**src/rtl/irled_pkg.sv**
```systemverilog
// Shared types and sizing for the IR LED driver sequencer.
package irled_pkg;

  typedef enum logic [2:0] {
    ST_IDLE,
    ST_BIAS,
    ST_ON,
    ST_COOL,
    ST_FAULT
  } state_e;

  typedef logic owner_t;
  localparam owner_t OWNER_CAM = 1'b0;
  localparam owner_t OWNER_BC  = 1'b1;

  localparam int ON_CNT_W     = 20;
  localparam int SETTLE_CNT_W = 16;
  localparam int COOL_CNT_W   = 16;
  localparam int PWM_PH_W     = 8;

  // Bias is up (and the current code applied) in both BIAS and ON.
  function automatic logic bias_active(input state_e s);
    return (s == ST_BIAS) || (s == ST_ON);
  endfunction

endpackage

```
**src/rtl/irled_pwm.sv**
```systemverilog
// PWM generator: 8-bit phase counter compared against the latched duty.
module irled_pwm
  import irled_pkg::*;
(
  input  logic                clk,
  input  logic                rst,
  input  logic                clear,
  input  logic                en,
  input  logic [PWM_PH_W-1:0] duty,
  output logic                pwm
);

  logic [PWM_PH_W-1:0] phase_q, phase_d;
  logic                pwm_q, pwm_d;

  // phase_q is the phase of the cycle being driven; pwm_q is registered with it.
  always_comb begin
    phase_d = phase_q;
    if (clear) begin
      phase_d = '0;
    end else if (en) begin
      phase_d = phase_q + 1'b1;
    end
    pwm_d = (clear || en) && (phase_d < duty);
  end

  // NOTE: sequential state uses non-blocking assignments so every flop samples pre-edge values.
  always_ff @(posedge clk or posedge rst) begin
    if (rst) begin
      phase_q <= '0;
      pwm_q   <= 1'b0;
    end else begin
      phase_q <= phase_d;
      pwm_q   <= pwm_d;
    end
  end

  assign pwm = pwm_q;

endmodule

```
**src/rtl/irled_ctrl.sv**
```systemverilog
// IR LED driver sequencer: arbitrates camera/barcode, sequences bias, PWM drive, cool-down and on-time fault.
module irled_ctrl
  import irled_pkg::*;
#(
  parameter int unsigned SETTLE_CYC = 64,
  parameter int unsigned COOL_CYC   = 1024,
  parameter int unsigned MAX_ON_CYC = 65535
) (
  input  logic       clk,
  input  logic       rst,
  input  logic       cam_req,
  input  logic [7:0] cam_duty,
  input  logic [7:0] cam_code,
  output logic       cam_ack,
  input  logic       bc_req,
  input  logic [7:0] bc_duty,
  input  logic [7:0] bc_code,
  output logic       bc_ack,
  input  logic       half_cur,
  input  logic       fault_clr,
  output logic       irled_en,
  output logic       barcode_en,
  output logic [7:0] cbit_ir,
  output logic       cbit_ir_half_cur,
  output logic       ir_pwm,
  output logic       busy,
  output logic       fault
);

  localparam logic [SETTLE_CNT_W-1:0] SETTLE_LAST = SETTLE_CNT_W'(SETTLE_CYC - 1);
  localparam logic [COOL_CNT_W-1:0]   COOL_LAST   = COOL_CNT_W'(COOL_CYC - 1);
  localparam logic [ON_CNT_W-1:0]     ON_LAST     = ON_CNT_W'(MAX_ON_CYC - 1);

  state_e                  state_q, state_d;
  owner_t                  owner_q, owner_d;
  owner_t                  last_grant_q, last_grant_d;
  logic [7:0]              duty_q, duty_d;
  logic [7:0]              code_q, code_d;
  logic                    half_q, half_d;
  logic [SETTLE_CNT_W-1:0] settle_q, settle_d;
  logic [COOL_CNT_W-1:0]   cool_q, cool_d;
  logic [ON_CNT_W-1:0]     on_q, on_d;

  logic       irled_en_q, irled_en_d;
  logic       barcode_en_q, barcode_en_d;
  logic [7:0] cbit_ir_q, cbit_ir_d;
  logic       half_cur_q, half_cur_d;
  logic       cam_ack_q, cam_ack_d;
  logic       bc_ack_q, bc_ack_d;
  logic       busy_q, busy_d;
  logic       fault_q, fault_d;

  logic owner_req;
  logic pwm_clear, pwm_en;

  // NOTE: every always_comb output gets a default first so no path can infer a latch.
  always_comb begin
    state_d      = state_q;
    owner_d      = owner_q;
    last_grant_d = last_grant_q;
    duty_d       = duty_q;
    code_d       = code_q;
    half_d       = half_q;
    settle_d     = '0;
    cool_d       = '0;
    on_d         = '0;
    owner_req    = (owner_q == OWNER_BC) ? bc_req : cam_req;

    unique case (state_q)
      ST_IDLE: begin
        if (cam_req || bc_req) begin
          // A tie goes to whoever did not win the previous grant.
          if (cam_req && bc_req) owner_d = ~last_grant_q;
          else                   owner_d = bc_req ? OWNER_BC : OWNER_CAM;
          last_grant_d = owner_d;
          duty_d       = (owner_d == OWNER_BC) ? bc_duty : cam_duty;
          code_d       = (owner_d == OWNER_BC) ? bc_code : cam_code;
          half_d       = half_cur;
          state_d      = ST_BIAS;
        end
      end
      ST_BIAS: begin
        if (!owner_req)                 state_d = ST_COOL;
        else if (settle_q == SETTLE_LAST) state_d = ST_ON;
        else                            settle_d = settle_q + 1'b1;
      end
      ST_ON: begin
        if (!owner_req)           state_d = ST_COOL;
        else if (on_q == ON_LAST) state_d = ST_FAULT;
        else                      on_d = (&on_q) ? on_q : on_q + 1'b1;
      end
      ST_COOL: begin
        if (cool_q == COOL_LAST) state_d = ST_IDLE;
        else                     cool_d = cool_q + 1'b1;
      end
      ST_FAULT: begin
        if (fault_clr) state_d = ST_COOL;
      end
      default: state_d = ST_IDLE;
    endcase

    // Outputs are registered from the next state so they line up with the state they describe.
    irled_en_d   = bias_active(state_d);
    barcode_en_d = bias_active(state_d) && (owner_d == OWNER_BC);
    cbit_ir_d    = bias_active(state_d) ? code_d : 8'h00;
    half_cur_d   = bias_active(state_d) && half_d;
    cam_ack_d    = (state_d == ST_ON) && (owner_d == OWNER_CAM);
    bc_ack_d     = (state_d == ST_ON) && (owner_d == OWNER_BC);
    busy_d       = (state_d != ST_IDLE);
    fault_d      = (state_d == ST_FAULT);
    pwm_clear    = (state_d == ST_ON) && (state_q != ST_ON);
    pwm_en       = (state_d == ST_ON) && (state_q == ST_ON);
  end

  always_ff @(posedge clk or posedge rst) begin
    if (rst) begin
      state_q      <= ST_IDLE;
      owner_q      <= OWNER_CAM;
      last_grant_q <= OWNER_BC;
      duty_q       <= '0;
      code_q       <= '0;
      half_q       <= 1'b0;
      settle_q     <= '0;
      cool_q       <= '0;
      on_q         <= '0;
      irled_en_q   <= 1'b0;
      barcode_en_q <= 1'b0;
      cbit_ir_q    <= 8'h00;
      half_cur_q   <= 1'b0;
      cam_ack_q    <= 1'b0;
      bc_ack_q     <= 1'b0;
      busy_q       <= 1'b0;
      fault_q      <= 1'b0;
    end else begin
      state_q      <= state_d;
      owner_q      <= owner_d;
      last_grant_q <= last_grant_d;
      duty_q       <= duty_d;
      code_q       <= code_d;
      half_q       <= half_d;
      settle_q     <= settle_d;
      cool_q       <= cool_d;
      on_q         <= on_d;
      irled_en_q   <= irled_en_d;
      barcode_en_q <= barcode_en_d;
      cbit_ir_q    <= cbit_ir_d;
      half_cur_q   <= half_cur_d;
      cam_ack_q    <= cam_ack_d;
      bc_ack_q     <= bc_ack_d;
      busy_q       <= busy_d;
      fault_q      <= fault_d;
    end
  end

  irled_pwm u_pwm (
    .clk   (clk),
    .rst   (rst),
    .clear (pwm_clear),
    .en    (pwm_en),
    .duty  (duty_q),
    .pwm   (ir_pwm)
  );

  assign irled_en         = irled_en_q;
  assign barcode_en       = barcode_en_q;
  assign cbit_ir          = cbit_ir_q;
  assign cbit_ir_half_cur = half_cur_q;
  assign cam_ack          = cam_ack_q;
  assign bc_ack           = bc_ack_q;
  assign busy             = busy_q;
  assign fault            = fault_q;

endmodule

```
**config.mk**
```make
export PLATFORM = sky130hd
export DESIGN_NAME = irled_ctrl
export DESIGN_NICKNAME = d
export VERILOG_FILES = /design/src/rtl/irled_pkg.sv /design/src/rtl/irled_pwm.sv /design/src/rtl/irled_ctrl.sv
export SDC_FILE = /design/constraint.sdc
export NUM_CORES = 1
export LEC_CHECK = 0
export BUFFER_PORTS_ARGS = -buffer_cell sky130_fd_sc_hd__buf_2
export CORE_ASPECT_RATIO = 1.25
export CORE_MARGIN = 2
export CORE_UTILIZATION = 50
export CTS_CLUSTER_DIAMETER = 200
export DETAILED_ROUTE_END_ITERATION = 10
export PLACE_DENSITY_LB_ADDON = 0.15
export SYNTH_ARGS = -nofsm -noshare
export SYNTH_HDL_FRONTEND = slang
export SYNTH_SLANG_ARGS = --single-unit
```
**constraint.sdc**
```tcl
create_clock -name clk -period 4.1 [get_ports clk]
set_clock_uncertainty 0.15 [all_clocks]
set_input_delay 0.41 -clock clk [delete_from_list [all_inputs] [get_ports clk]]
set_output_delay 0.41 -clock clk [all_outputs]
set_load 0.005 [all_outputs]
```
==> results of run 1 <==
-- what timing repair did --
item / in CTS / in global routing
buffers inserted: 0 / 0
resized for setup: 0 / 0
hold endpoints to repair: 31 / 0
hold buffers: 1 / 0
-- worst register-to-register path: cells and delay by family (launching register included) --
| kind | cells | cell delay (ps) |
|---|---|---|
| flops | 1 | 470 |
| fa+ha+maj | 1 | 270 |
| simple gates | 4 | 1230 |
| compound gates | 5 | 1060 |
-- metrics by stage --
step           power (mW)  instance area (sq um)
3_5_place_dp         1.04                   5440
4_1_cts              1.91                   5760
5_1_grt              1.96                   5760
6_report             1.89                   5760
3_3_place_gp         1.04                   5440
2_1_floorplan        1.01                   5090
-- logic make-up (layout without fill, tap and decap cells) --
kind of cell    after synthesis  in the layout  share of synthesized area [%]
compound gates               88             88                           11.2
fa+ha+maj                    12             12                           2.95
buf+inv                      48            100                           4.38
flops                        98             98                           48.2
simple gates                211            211                           21.4
xor+xnor                     28             28                           4.82
mux                          36             36                           7.10
-- worst max path at each step --
stage	cells past startpoint	startpoint	slack (ps)	end
after floorplan	1	rst	980	barcode_en
after global placement	12	bc_req	880	u_pwm.pwm
after detailed placement	12	bc_req	790	u_pwm.pwm
after CTS	10	on_q[16]	830	u_pwm.pwm
after global routing	10	on_q[9]	470	u_pwm.pwm
final	10	state_q[0]	810	u_pwm.pwm
-- sequential cells by signal, indices dropped and copies added (netlist names) --
signal and flops:
duty_q 8, last_grant_q 1, irled_en 1, cam_ack 1, code_q 8, half_q 1, on_q 20, u_pwm.pwm 1
cbit_ir_half_cur 1, state_q 3, fault 1, cbit_ir 8, owner_q 1, busy 1, cool_q 16, barcode_en 1
settle_q 16, u_pwm.phase_q 8, bc_ack 1
-- synthesized netlist by cell type, types with 2 or more instances --
cell type | number | area, sq um
dfrtp_1 | 97 | 2430
nor2_1 | 63 | 236
nand3_1 | 44 | 220
a21oi_1 | 42 | 210
mux2i_1 | 35 | 350
nand2_1 | 29 | 109
inv_1 | 23 | 86.3
or3_1 | 20 | 125
xor2_1 | 15 | 131
a21boi_0 | 13 | 97.6
xnor2_1 | 13 | 114
ha_1 | 12 | 150
clkbuf_1 | 11 | 41.3
buf_2 | 9 | 45.0
nor3_1 | 9 | 45.0
a31oi_1 | 8 | 50.1
and4_1 | 8 | 70.1
nand4_1 | 8 | 50.1
and3_1 | 7 | 43.8
nor4_1 | 5 | 31.3
o21ai_0 | 5 | 25.0
buf_6 | 4 | 45.0
a211oi_1 | 2 | 15.0
a22oi_1 | 2 | 15.0
a31o_2 | 2 | 17.5
nand3b_1 | 2 | 15.0
nand4b_1 | 2 | 17.5
nor2b_1 | 2 | 12.5
nor3b_1 | 2 | 15.0
nor4_2 | 2 | 25.0
o21a_1 | 2 | 15.0
o311ai_0 | 2 | 17.5
or3b_1 | 2 | 17.5
or3b_2 | 2 | 17.5
or4_4 | 2 | 22.5
-- power groups by stage --
stage	sequential [mW]	combinational, mW	clock (mW)
global placement	0.985	0.0564	0
finish	0.966	0.0560	0.869
CTS	0.966	0.0585	0.887
detailed placement	0.985	0.0574	0
global route	0.966	0.0646	0.930
floorplan	0.985	0.0287	0
-- routing by layer --
metal | vias to the layer above | part of all wire, % | wire length [microns] | GRT usage (%)
met2 | 91 | 50 | 5380 | 35.9
met1 | 1935 | 44 | 4670 | 27.0
met4 | 0 | 2.0 | 212 | 8.12
met5 | - | 0 | 0 | 0
met3 | 16 | 3.8 | 401 | 3.97
li1 | 1941 | - | - | -
-- cell type report --
cell class	instances	area, sq um
Clock buffer	10	239
Clock inverter	6	72.6
Fill cell	898	4240
Inverter	23	87.6
Multi-Input combinational cell	375	2420
Sequential cell	98	2450
Tap cell	129	161
Timing Repair Buffer	61	328
==> reports/metrics.cfg, run 1 <==
[run_status]
status=finished, final reports clean

[setup_path]
end_kind=flip-flop
cpLargestDelayFamily=simple AND/OR/NAND/NOR gates
cp_slowest_stage_delay_ps=560
path_buf_inv=0
crit_type=reg2reg
cpMaxStageDelayCell=or4_4
path_cells=or3b_1 > a21o_2 > or4_4 > a22oi_2 > ha_1 > a21oi_1 > nor2b_1 > o21ai_0 > nand2_1 > a211oi_1
r2r_end=u_pwm.pwm
rr_startpoint=state_q[0]
worst_setup_path_start_kind=flip-flop
worst-r2r-setup-slack_ps=810
cp.arrival_ps=3390
crit_fanout=23
rr_worst_depth=10
required_ps=4200

[detailed_routing]
wl_microns=10700
avgViaCountPerCell=5.67
postRouteAntennaNets=0
drt-wirelength-per-cell_microns=15.2
dr.pass1.iters=5
drc=0
via_count=3983
drt_iter0_markers=199

[clocking]
cts.clk_slew.worst_paths_ps=70
cts.sinks=98
clockBufferDepth=2
numCtsBuffers=9
clk_latency_ps=340
h-tree-depth=3
cts-root-buf=clkbuf_16
cts_tree=built

[die]
dieWidth_microns=94.2
rows=41
core_area_sq_um=10000
initial_core_util_pct=50.9
die_h_microns=117
num_io_pins=54
dieArea_sq_um=11000

[grt]
antenna_found_initial=0
overflow=0
grt.total_usage_pct=21.2
grt_pass1_vias=3860
grt_max_degree=39
grt_pass1_wl_microns=18200

[power_and_ir_drop]
switching_share_pct=21.5
combPwrFrac_pct=3.0
ir_worst_vdd_mv=0.226
p_int_mw=1.48
pwr-share-seq_pct=51.1
switchingPower_mw=0.406
p_per_area_nw_per_um2=328
p_clk_share_pct=45.9
p_leak_nw=2.52

[hold_path]
hold_path.class=in2reg
hold_end=last_grant_q
hold_start=cam_req
holdPathStages=2

[yosys]
synth_warnings=0
syn-num-nets=571
synth-edff-count=0
postSynthAreaPerCell_sq_um=9.77
synthFlopType=dfrtp_1
ys_seq_area_share_pct=48.2
mappedNetlistArea_sq_um=5090
synth.distinct_cells=50
synth-async-reset-ratio_pct=100
synthCells=521
yosys_register_bits=98

[finish]
diodes=0
stdcell_count=702
mostFrequentLayoutCells=dfrtp_1, nor2_1, buf_2, nand3_1, a21oi_1
final_nets=618
drive_gt1_share_pct=16.2
fin_util_pct=57.6
area_growth_pct=13.2
mostFrequentLayoutCell=dfrtp_1

[place]
numPortBuffers=53
gp_congestion=0.886
dp.cells=685
place_ws_ps=786
dp_hpwl_microns=7640

[timing]
hold_viol=0
setup_tns_ps=0
period_share_pct=80.2
timing.fmax_mhz=304
slew_headroom_pct=54.1
finalWorstSetupSlack_ps=811
worstMarginPinSlew_ps=678
holdWs_ps=145
post-route-min-period_ps=3290
rsz0062_at_grt=no
finalSetupViolCount=0
drv_slew=0

[run]
max_cap_violations=0

(Power assumes the default switching activity.)
==> run 2: changes to the inputs <==
Settings changed: ABC_AREA set to 1.
Clock period 4.1 ns to 3.4 ns, I/O delays scaled along.
==> run 2 against run 1 <==
Effect of this change:
- combinational power increased to 20 times the previous value
- sequential cell count unchanged
- wire length down 2.0%
- sequential power up 53%
- die area is 0.27% lower
- utilization rose by 1.3 points
- non-clock buffer count down 1
- worst setup slack worse by 450 ps
- sequential share of layout area decreased by 0.92 points
- global-route usage down 0.22 points
==> reports/metrics.cfg, run 2 <==
[yosys]
synth.distinct_cells=44  ; -12%
synth-async-reset-ratio_pct=100  ; unchanged
synthCells=615  ; +18%
yosys_register_bits=98  ; unchanged
synth_top_area_cell=dfrtp_1
synthFlopType=dfrtp_1
synth_warnings=0  ; unchanged
netlist.area_leader.share_pct=47.8  ; +0.13 points
ys_seq_area_share_pct=48.3  ; +0.13 points
yosys-top-cells-count=nand2_1, dfrtp_1, inv_1
yosysMostFrequentCell=nand2_1
postSynthAreaPerCell_sq_um=8.25  ; -16%
syn-num-nets=665  ; +16%
mappedNetlistArea_sq_um=5080  ; -0.27%
synthTopCellsByArea=dfrtp_1, nand2_1, inv_1
synth-edff-count=0  ; unchanged

[timing]
holdWs_ps=82.7  ; -62.3 ps
slew_headroom_pct=55.7  ; +1.6 points
timing.fmax_mhz=329  ; +8.2%
finalSetupViolCount=0  ; unchanged
hold_viol=0  ; unchanged
setup_tns_ps=0  ; unchanged
finalWorstSetupSlack_ps=361  ; -451 ps
post-route-min-period_ps=3040  ; -249 ps
rsz0062_at_grt=no
worstMarginPinSlew_ps=662  ; -16.2 ps
period_share_pct=89.4  ; +9.2 points
drv_slew=0  ; unchanged

[detailed_routing]
drt-wirelength-per-cell_microns=12.9  ; -15%
drt_iter0_markers=242  ; +22%
avgViaCountPerCell=5.15  ; -9.3%
dr.pass1.iters=4  ; -1
postRouteAntennaNets=0  ; unchanged
wl_microns=10400  ; -2.0%
via_count=4158  ; +4.4%
drc=0  ; unchanged

[finish]
fillers=891  ; -0.78%
top_regs=on_q (20), cool_q (16), settle_q (16)
mostFrequentLayoutCells=nand2_1, dfrtp_1, inv_1, nor2_1, buf_2
largest_register_ffs=20  ; unchanged
top_register=on_q
diodes=0  ; unchanged
mostFrequentLayoutCell=nand2_1
seq_area_sq_um=2450  ; unchanged
area_growth_pct=16.0
multi_input_area_sq_um=2230  ; -7.9%
final_nets=724  ; +17%
drive_gt1_share_pct=15.3  ; -0.91 points

[setup_path]
critical_path.startpoint=cool_q[0]
end_kind=flip-flop
worst-r2r-setup-slack_ps=360  ; -450 ps
rr_worst_depth=20  ; +10
cp-endpoint=u_pwm.pwm
cp.arrival_ps=3120  ; -270 ps
worst_setup_path_start_kind=flip-flop
crit_type=reg2reg
required_ps=3480  ; -720 ps
r2r_end=u_pwm.pwm
rr_startpoint=cool_q[0]
crit_fanout=18  ; -22%

[place]
numPortBuffers=53  ; unchanged
gp_congestion=0.892  ; +0.72%
place_ws_ps=267  ; -519 ps
dp_hpwl_microns=7580  ; -0.80%

[grt]
grt_max_degree=52  ; +33%
overflow=0  ; unchanged
grt.total_usage_pct=20.9  ; -0.22 points
grt_pass1_vias=4138  ; +7.2%
antenna_found_initial=0  ; unchanged
grt_pass1_wl_microns=18300  ; +0.23%

[power_and_ir_drop]
ir_worst_vdd_mv=0.525  ; +130%
p_per_area_nw_per_um2=647  ; +97%
p_leak_nw=2.79  ; +11%

[die]
dieArea_sq_um=11000  ; -0.27%
core_area_sq_um=10000  ; unchanged
dieWidth_microns=94.1  ; -0.13%
die_h_microns=117  ; -0.13%
rows=41  ; unchanged
num_io_pins=54  ; unchanged
initial_core_util_pct=50.7  ; -0.14 points

[clocking]
cts.sinks=98  ; unchanged
h-tree-depth=3  ; unchanged
cts.clk_slew.worst_paths_ps=70  ; about the same
clk_latency_ps=340  ; about the same
cts-root-buf=clkbuf_16
cts_tree=built
numCtsBuffers=9  ; unchanged
clockBufferDepth=2  ; unchanged

[run_status]
status=finished, final reports clean

[run]
max_cap_violations=0  ; unchanged

[hold_path]
hold_path.class=in2reg

[run 2: changes by cell type after synthesis, sizes merged, moves of 12 or more]
cell	before	now
a21oi	43	30
inv	23	94
mux2i	35	0
nand2	29	109
nand3	44	32
nor2	63	91
o21ai	5	30
or3	20	0
[run 2: per-layer routing]
metal	global-route usage, %	wire (microns)	up-vias
met5	0	0	-
met4	9.37	229	0
met3	2.84	339	15
met2	36.4	5210	80
met1	26.0	4670	1932
li1	-	-	2131
[run 2: logic make-up after synthesis]
logic type               Yosys count  synth area share, %
XOR/XNOR                          12                 2.07
AND/OR/NAND/NOR                  282                 25.8
buffers and inverters            106                 7.91
AO/OA/AOI/OAI                    105                 12.9
flip-flops                        98                 48.3
adder cells (fa/ha/maj)           12                 2.96
[run 2: timing repair]
action                                 4_1_cts  5_1_grt
endpoints found under the hold margin       47        0
resized for setup                            0        1
buffers inserted                             0        3
setup endpoints to repair                    0        1
hold buffers                                 1        0
[run 2: cell type report]
type	count	area share (%)
flip-flops and latches	98	41.7
multi-input cells	411	37.8
inverters	94	6.04
repair buffers	60	5.65
clock buffers	10	4.06
well taps	129	2.74
clock inverters	6	2.02
[run 2: through the flow]
stage	area (sq um)	power, mW	std cells	util [%]
2_1_floorplan	5080	2.29	615	-
3_3_place_gp	5490	2.57	788	54.9
3_5_place_dp	5490	2.59	788	54.9
4_1_cts	5860	3.83	805	58.6
5_1_grt	5890	4.06	808	58.8
6_report	5890	3.81	808	58.8
[run 2: worst min path at each step]
stage	slack (ps)	end	depth (start not counted)	from
2_1_floorplan	280	half_q	2	half_q
4_1_cts	70	half_q	3	half_cur
6_report	80	half_q	3	half_cur
3_3_place_gp	290	settle_q[0]	1	settle_q[0]
5_1_grt	110	duty_q[2]	3	bc_duty[2]
3_5_place_dp	300	cool_q[0]	1	cool_q[0]
[run 2: report_power, final]
part,total [mW],switching [mW],leakage (nW),internal [mW]
Sequential,1.48,0.0857,1.31,1.39
Clock,1.21,0.464,0.176,0.750
Combinational,1.12,0.744,1.30,0.371
Total,3.81,1.29,2.79,2.52
[run 2: critical path, cell delays in order (launching register included)]
cell,delay [ps]
dfrtp_1,370
ha_1,190
nand2_2,80
nor2_4,110
nand2_2,80
nor2_4,110
nand2_2,90
nand2_4,130
nand3_2,100
nor2_4,160
nand2_4,170
nor3_2,180
nand3_1,150
nor2_1,120
nand2_1,50
nand3_1,70
inv_1,60
ha_1,260
nand2_1,60
o211ai_1,180
a21oi_1,60
